[src/rtl/clk_div_multi.sv]
// Multi-channel runtime-programmable clock divider: per-channel divided clock and
// period tick, with divisor updates held pending until a period boundary.
module clk_div_multi #(
   parameter int N_CH        = 2,
   parameter int DIV_W       = 16,
   parameter int DEFAULT_DIV = 10,
   parameter int CH_W        = (N_CH > 1) ? $clog2(N_CH) : 1
) (
   input  logic             clk_in,
   input  logic             rst,
   input  logic [N_CH-1:0]  en,
   input  logic             sync,
   input  logic             div_valid,
   input  logic [CH_W-1:0]  div_ch,
   input  logic [DIV_W-1:0] div_val,
   output logic             div_ready,
   output logic [N_CH-1:0]  clk_out,
   output logic [N_CH-1:0]  tick
);

   localparam logic [DIV_W-1:0] DEF_D = DIV_W'(DEFAULT_DIV);
   localparam logic [DIV_W-1:0] MIN_D = DIV_W'(2);
   localparam logic [DIV_W-1:0] ONE   = DIV_W'(1);

   // Handshake: valid/ready transfer on a clock edge where both are high; ready
   // is low while the addressed channel already holds a pending divisor, and
   // never high for a channel index that does not exist.
   logic [N_CH-1:0]  pend;
   logic             accept;
   logic [DIV_W-1:0] wr_val;

   always_comb begin
      div_ready = 1'b0;
      for (int i = 0; i < N_CH; i++) begin
         if (div_ch == CH_W'(i)) div_ready = !pend[i];
      end
   end

   assign accept = div_valid && div_ready;
   assign wr_val = (div_val < MIN_D) ? MIN_D : div_val;

   for (genvar g = 0; g < N_CH; g++) begin : g_ch
      logic [DIV_W-1:0] d;
      logic [DIV_W-1:0] pend_val;
      logic [DIV_W-1:0] p;
      logic [DIV_W-1:0] h;
      logic             pend_r;
      logic             clk_r;
      logic             tick_r;
      logic             sel;

      assign h       = d - (d >> 1);
      assign sel     = accept && (div_ch == CH_W'(g));
      assign pend[g] = pend_r;
      assign clk_out[g] = clk_r;
      assign tick[g]    = tick_r;

      always_ff @(posedge clk_in) begin
         if (rst) begin
            d        <= DEF_D;
            pend_val <= '0;
            pend_r   <= 1'b0;
            p        <= '0;
            clk_r    <= 1'b0;
            tick_r   <= 1'b0;
         end else begin
            if (!en[g]) begin
               p      <= '0;
               clk_r  <= 1'b0;
               tick_r <= 1'b0;
               if (pend_r) begin
                  d      <= pend_val;
                  pend_r <= 1'b0;
               end
            end else if (sync) begin
               // Phase 0 is always high, so the freshly applied divisor only
               // matters for the following phases.
               clk_r  <= 1'b1;
               tick_r <= 1'b1;
               p      <= ONE;
               if (pend_r) begin
                  d      <= pend_val;
                  pend_r <= 1'b0;
               end
            end else begin
               clk_r  <= (p < h);
               tick_r <= (p == '0);
               if (p == d - ONE) begin
                  p <= '0;
                  if (pend_r) begin
                     d      <= pend_val;
                     pend_r <= 1'b0;
                  end
               end else begin
                  p <= p + ONE;
               end
            end
            // Acceptance requires pend_r low, so it never collides with an apply.
            if (sel) begin
               pend_val <= wr_val;
               pend_r   <= 1'b1;
            end
         end
      end
   end

endmodule

[config.mk]
export PLATFORM = sky130hd
export DESIGN_NAME = clk_div_multi
export DESIGN_NICKNAME = d
export VERILOG_FILES = /design/src/rtl/clk_div_multi.sv
export SDC_FILE = /design/constraint.sdc
export NUM_CORES = 1
export LEC_CHECK = 0
export BUFFER_PORTS_ARGS = -buffer_cell sky130_fd_sc_hd__buf_4
export CAP_MARGIN = 5
export CORE_MARGIN = 4
export CORE_UTILIZATION = 60
export DETAILED_ROUTE_END_ITERATION = 10
export GPL_ROUTABILITY_DRIVEN = 0
export PLACE_DENSITY_LB_ADDON = 0.15
export SYNTH_ARGS = -nofsm -noshare
export SYNTH_HDL_FRONTEND = slang
export SYNTH_SLANG_ARGS = --single-unit
[constraint.sdc]
create_clock -name clk_in -period 5.45 [get_ports clk_in]
set_clock_uncertainty 0.1 [all_clocks]
set_input_delay 0.2725 -clock clk_in [delete_from_list [all_inputs] [get_ports clk_in]]
set_output_delay 0.2725 -clock clk_in [all_outputs]
set_load 0.1 [all_outputs]
# Word level (Yosys, flattened, before mapping)

Cells that the tools add are included.

Bits of input ports: 23
Word-level logic and storage cells: 69
Output and inout bits: 5
Bits in registers: 102

$lt $le $gt $ge: 3
Equality and inequality tests: 6
Add/sub/neg operators: 6
Muxes and demuxes: 26
Bitwise gates (word level): 3
Reduce and logical (&&, ||, !) cells: 11

Operators by type and width:

| kind                                                 | number |
|---|---|
| 2-to-1 mux 16 bit                                    | 9 |
| adder 16 x 1 -> 16 bit (second input constant)       | 2 |
| equality test 16 bit                                 | 2 |
| zero test 16 bit                                     | 2 |
| < comparator 16 bit                                  | 2 |
| subtractor 16 x 1 -> 16 bit (second input constant)  | 2 |
| subtractor 16 x 15 -> 16 bit                         | 2 |
| 2-to-1 mux 1 bit                                     | 17 |
| < comparator 16 x 2 -> 1 bit (second input constant) | 1 |
| != test 4 x 1 -> 1 bit (second input constant)       | 2 |
| OR reduction 4 bit                                   | 2 |
| != test 3 x 1 -> 1 bit (second input constant)       | 2 |
| OR reduction 2 bit                                   | 2 |
| logical AND 1 bit                                    | 3 |
| NOT 1 bit                                            | 3 |
| zero test 1 bit                                      | 2 |

# Depth between registers and ports, before layout

Depth in word-level cells: 6
Gate-level depth with buffers: 18
Mapped depth without buffers: 18

# Worst setup path after synthesis

OpenSTA, ideal clock, no wires.

Kind: reg2reg
Start point: register g_ch[1].d[1]
End point: register g_ch[1].clk_r
Clock period less this slack: 3.109 ns
Path slack: 2.341 ns
Library setup time: 0.070 ns
Required time: 5.280 ns
Path buffers: 0
Cell stages (with the launch flop): 18
Arrival time: 2.940 ns
Path through: dfxtp_1 ha_1 inv_1 fa_1 nand2b_1 a221oi_1 o41ai_1 o211ai_1 a31oi_1 o21bai_1 xnor2_1 ha_1 a21o_1 a21oi_1 nor2_1 nor2_1 o21ai_0 a21oi_1

Cells in the longest elaborated chain, start to end: 3

RTL lines:

| item                         | line | text |
|---|---|---|
| start: declaration           | 43   | `logic [DIV_W-1:0] d;` |
| start signal: assignment     | 72   | `d <= pend_val;` |
| start signal: assignment     | 82   | `d <= pend_val;` |
| start signal: assignment     | 91   | `d <= pend_val;` |
| subtractor 16 x 15 -> 16 bit | 52   | `assign h = d - (d >> 1);` |
| < comparator 16 bit          | 86   | `clk_r <= (p < h);` |
| 2-to-1 mux 1 bit             | 75   | `end else if (sync) begin` |
| end signal: assignment       | 86   |  |
| end: declaration             | 48   | `logic clk_r;` |

Every way passes these cells.
A chain may end at the register's enable or synchronous reset.

# Worst setup path after layout

Start point: register g_ch[0].d[0]
End point: register g_ch[0].clk_r

Cells in the longest elaborated chain, start to end: 3

RTL lines:

| item                         | line |
|---|---|
| start: declaration           | 43 |
| start signal: assignment     | 72 |
| start signal: assignment     | 82 |
| start signal: assignment     | 91 |
| subtractor 16 x 15 -> 16 bit | 52 |
| < comparator 16 bit          | 86 |
| 2-to-1 mux 1 bit             | 75 |
| end signal: assignment       | 86 |
| end: declaration             | 48 |

Every way passes these cells.

==> run_results.csv <==
group,metric,value,unit
place,detailedPlace.worstSlack,1.851,ns
floorplan,die_area,14460,µm²
floorplan,initial_core_util,0.6216,
synthesis,post_synth_num_cell_types,59,
routing,wl,17.10,mm
worst_setup_path,cp_slowest_stage_delay,0.52,ns
place,dp_hpwl,13.55,mm
synthesis,synth_cells,906,
synthesis,ys.flop_type,"dfxtp_1",
clock_network,clock-sinks,102,
worst_setup_path,crit_type,"flop to flop",
synthesis,syn_area,7560,µm²
synthesis,synthArstFlopShare,0,
worst_setup_path,crit_buf_inv,2,
synthesis,yosys-top-cells-count,"dfxtp_1 (102), ha_1 (100), nand2_1 (81)",
worst_setup_path,path_cells,"inv_1 -> ha_1 -> inv_1 -> fa_1 -> nand2b_1 -> a221oi_1 -> o41ai_1 -> o211ai_1 -> a31oi_1 -> o21bai_1 -> xnor2_1 -> ha_1 -> a21o_1 -> a21oi_1 -> nor2_1 -> nor2_1 -> o21ai_0 -> a21oi_1",
routing,post_drt_wl_per_cell,15.79,µm
status,status,"complete, no violations",
synthesis,synth_area_leaders,"dfxtp_1 (27%), ha_1 (17%), xnor2_1 (8.1%)",
worst_setup_path,cp-start-kind,"flop",
global_route,antenna_found_initial,0,
timing,worst_slew_pin_slew,1.061,ns
worst_setup_path,crit_path_end,"g_ch[0].clk_r",
routing,drt_iter0_markers,490,
timing,relSlewSlack,0.2912,
timing,fmax,272.4,MHz
worst_setup_path,regToRegSetupSlack,1.78,ns
worst_setup_path,reg2reg_from,"g_ch[0].d[0]",
clock_network,post-cts-setup-buffers,0,
timing,final-setup-viol-count,0,
routing,dr.pass1.iters,5,
synthesis,synth_edf_count,0,
clock_network,cts_made_buffers,9,
synthesis,synth_nets,1031,
synthesis,syn_area_per_cell,8.344,µm²
synthesis,synth_seq_cells,102,
routing,vias_per_cell,5.688,
power,finalPower,1.708,mW
synthesis,ys_seq_area_frac,0.2701,
global_route,grt_overflow,0,
global_route,grt_first_pass_wirelength,29.29,mm
clock_network,root_buffer,"clkbuf_16",
place,io_buffer_count,27,
routing,vias,6160,
power,power_density,211.2,nW/µm²
clock_network,cts_hold_buffers,0,
worst_setup_path,worstPathMaxFanout,7,
floorplan,fp.dieH,120.2,µm
global_route,track_usage,0.2472,
routing,drc,0,
global_route,grt_max_degree,72,
clock_network,cts_resized,0,
power,vdd_drop_max,0.2174,mV
worst_setup_path,slowest_stage,"o41ai_1",
finish,fin_nets,1036,
finish,syn_to_final_growth,6.951,%
worst_setup_path,r2r-end,"g_ch[0].clk_r",
synthesis,synth_top_cell_area_share,0.2701,
timing,hold_viol_final,0,
synthesis,ys_warn_count,0,
finish,nFillCells,1040,
worst_setup_path,endpoint_kind,"flop",
worst_setup_path,path_depth,18,
power,power_leakage,3.446,nW
worst_hold_path,min_path_type,"input pin to flop",
floorplan,core,12160,µm²
timing,fin_crit,3.671,ns
worst_setup_path,reg2regPathDepth,18,
worst_setup_path,cp-startpoint,"g_ch[0].d[0]",
clock_network,cts.path.max_buffers,2,
job,drv_cap,0,
finish,diodes,0,
timing,rsz0062_at_grt,"no",
clock_network,cts_tree,"done",
routing,antenna_left,0,
timing,setup_ws,1.779,ns
floorplan,io_pins,28,
floorplan,dieWidth,120.2,µm
synthesis,yosysMostFrequentCell,"dfxtp_1",
worst_setup_path,arrival,3.85,ns
timing,slew_viol_final,0,
synthesis,yosysTopAreaCell,"dfxtp_1",
clock_network,clkTransAtPathRegs,0.07,ns
worst_setup_path,worstPathRequired,5.63,ns
worst_setup_path,crit_family,"compound AO/OA/AOI/OAI gates",
clock_network,cts_max_level,3,
timing,tns,0,ns
finish,drive_gt1_frac,0.05683,
floorplan,rows,40,
timing,period_share,0.6736,
clock_network,clkLatencyLatePin,0.35,ns
global_route,grt_pass1_vias,6031,
finish,utilization,0.6648,
where the power goes:
part           total [mW]  internal (mW)  switching [mW]  leakage, nW
Combinational       0.308          0.131           0.177         2.48
Clock               0.619          0.316           0.303        0.136
Sequential          0.780          0.763          0.0168        0.828
cell type report:
class	count	area [µm²]	share of cell area
clock inverter	6	56.30	0.006964
sequential	102	2042	0.2526
tap	168	210.2	0.02600
timing repair buffer	28	210.2	0.02600
multi-input combinational	697	5067	0.6267
clock buffer	9	225.2	0.02786
inverter	73	274.0	0.03389
through the flow:
stage,cells,hold slack (ns),cell area (µm²)
after floorplan,906,0.3085,7560
after global placement,1068,0.3453,7804
after detailed placement,1068,0.3501,7804
after CTS,1083,0.07985,8085
after global routing,1083,0.07370,8085
final,1083,0.08787,8085
kinds of logic (layout without fill, tap and decap cells):
group / count (synthesis) / count (layout) / synth area share
and+or+nand+nor: 318 / 318 / 0.2110
AOI/OAI and AO/OA: 152 / 152 / 0.1384
buffers and inverters: 107 / 116 / 0.05958
xor gates and xnor gates: 105 / 105 / 0.1235
adders and majority gates: 102 / 102 / 0.1708
DFF: 102 / 102 / 0.2701
muxes: 20 / 20 / 0.02665
worst register-to-register path, delay by kind of cell (launching register included):
family / cells / cell delay (ns)
adders and majority gates: 3 / 0.86
DFF: 1 / 0.36
and+or+nand+nor: 3 / 0.28
AOI/OAI and AO/OA: 9 / 1.71
buffers and inverters: 2 / 0.16
xor gates and xnor gates: 1 / 0.14
worst min-delay path by stage:
stage                         from                   end  slack, ns  cells after the start
2_1_floorplan          div_val[10]  g_ch[0].pend_val[10]       0.31                      2
3_3_place_gp   g_ch[1].pend_val[4]   g_ch[1].pend_val[4]       0.35                      2
3_5_place_dp   g_ch[1].pend_val[4]   g_ch[1].pend_val[4]       0.35                      2
4_1_cts                div_val[11]  g_ch[1].pend_val[11]       0.08                      3
5_1_grt                div_val[11]  g_ch[1].pend_val[11]       0.07                      3
6_report               div_val[11]  g_ch[1].pend_val[11]       0.09                      3
flip-flops by register name, indices dropped and copies added, names as in the netlist:
signal and cells:
g_ch.pend_r 2, g_ch.d 32, g_ch.p 32, g_ch.tick_r 2, g_ch.pend_val 32, g_ch.clk_r 2
per-layer routing:
metal  GRT usage  wire length [µm]
met1      0.3534              8169
met4     0.05949               211
met5           0                 0
met2      0.3867              7614
met3     0.04630              1109
cells in the final DEF (no fill, tap or decap), drive strengths merged, types with 3 or more instances in the layout:
cell    synthesis  layout
a21oi          58      58
ha            100     100
nand2b         38      38
and2           14      14
o21ai          12      12
and4            5       5
o22ai           3       3
nor2b          15      15
xnor2          70      70
nand4          14      14
a22o           14      14
nor3b           3       3
nand2          81      81
xor2           34      34
a211oi          6       6
clkinv          0       3
nor4           11      11
and3            9       9
inv            73      75
buf            12      28
a21o           18      18
nand3b          3       3
nor2           78      78
o21bai         10      10
clkbuf         22       9
a22oi           4       4
dfxtp         102     102
or3             5       5
nand3          19      19
a221oi          5       5
mux2i          19      19
nor4b           3       3
nor3           13      13
a31oi           6       6
Note: power is estimated with default switching activity, not from simulation.
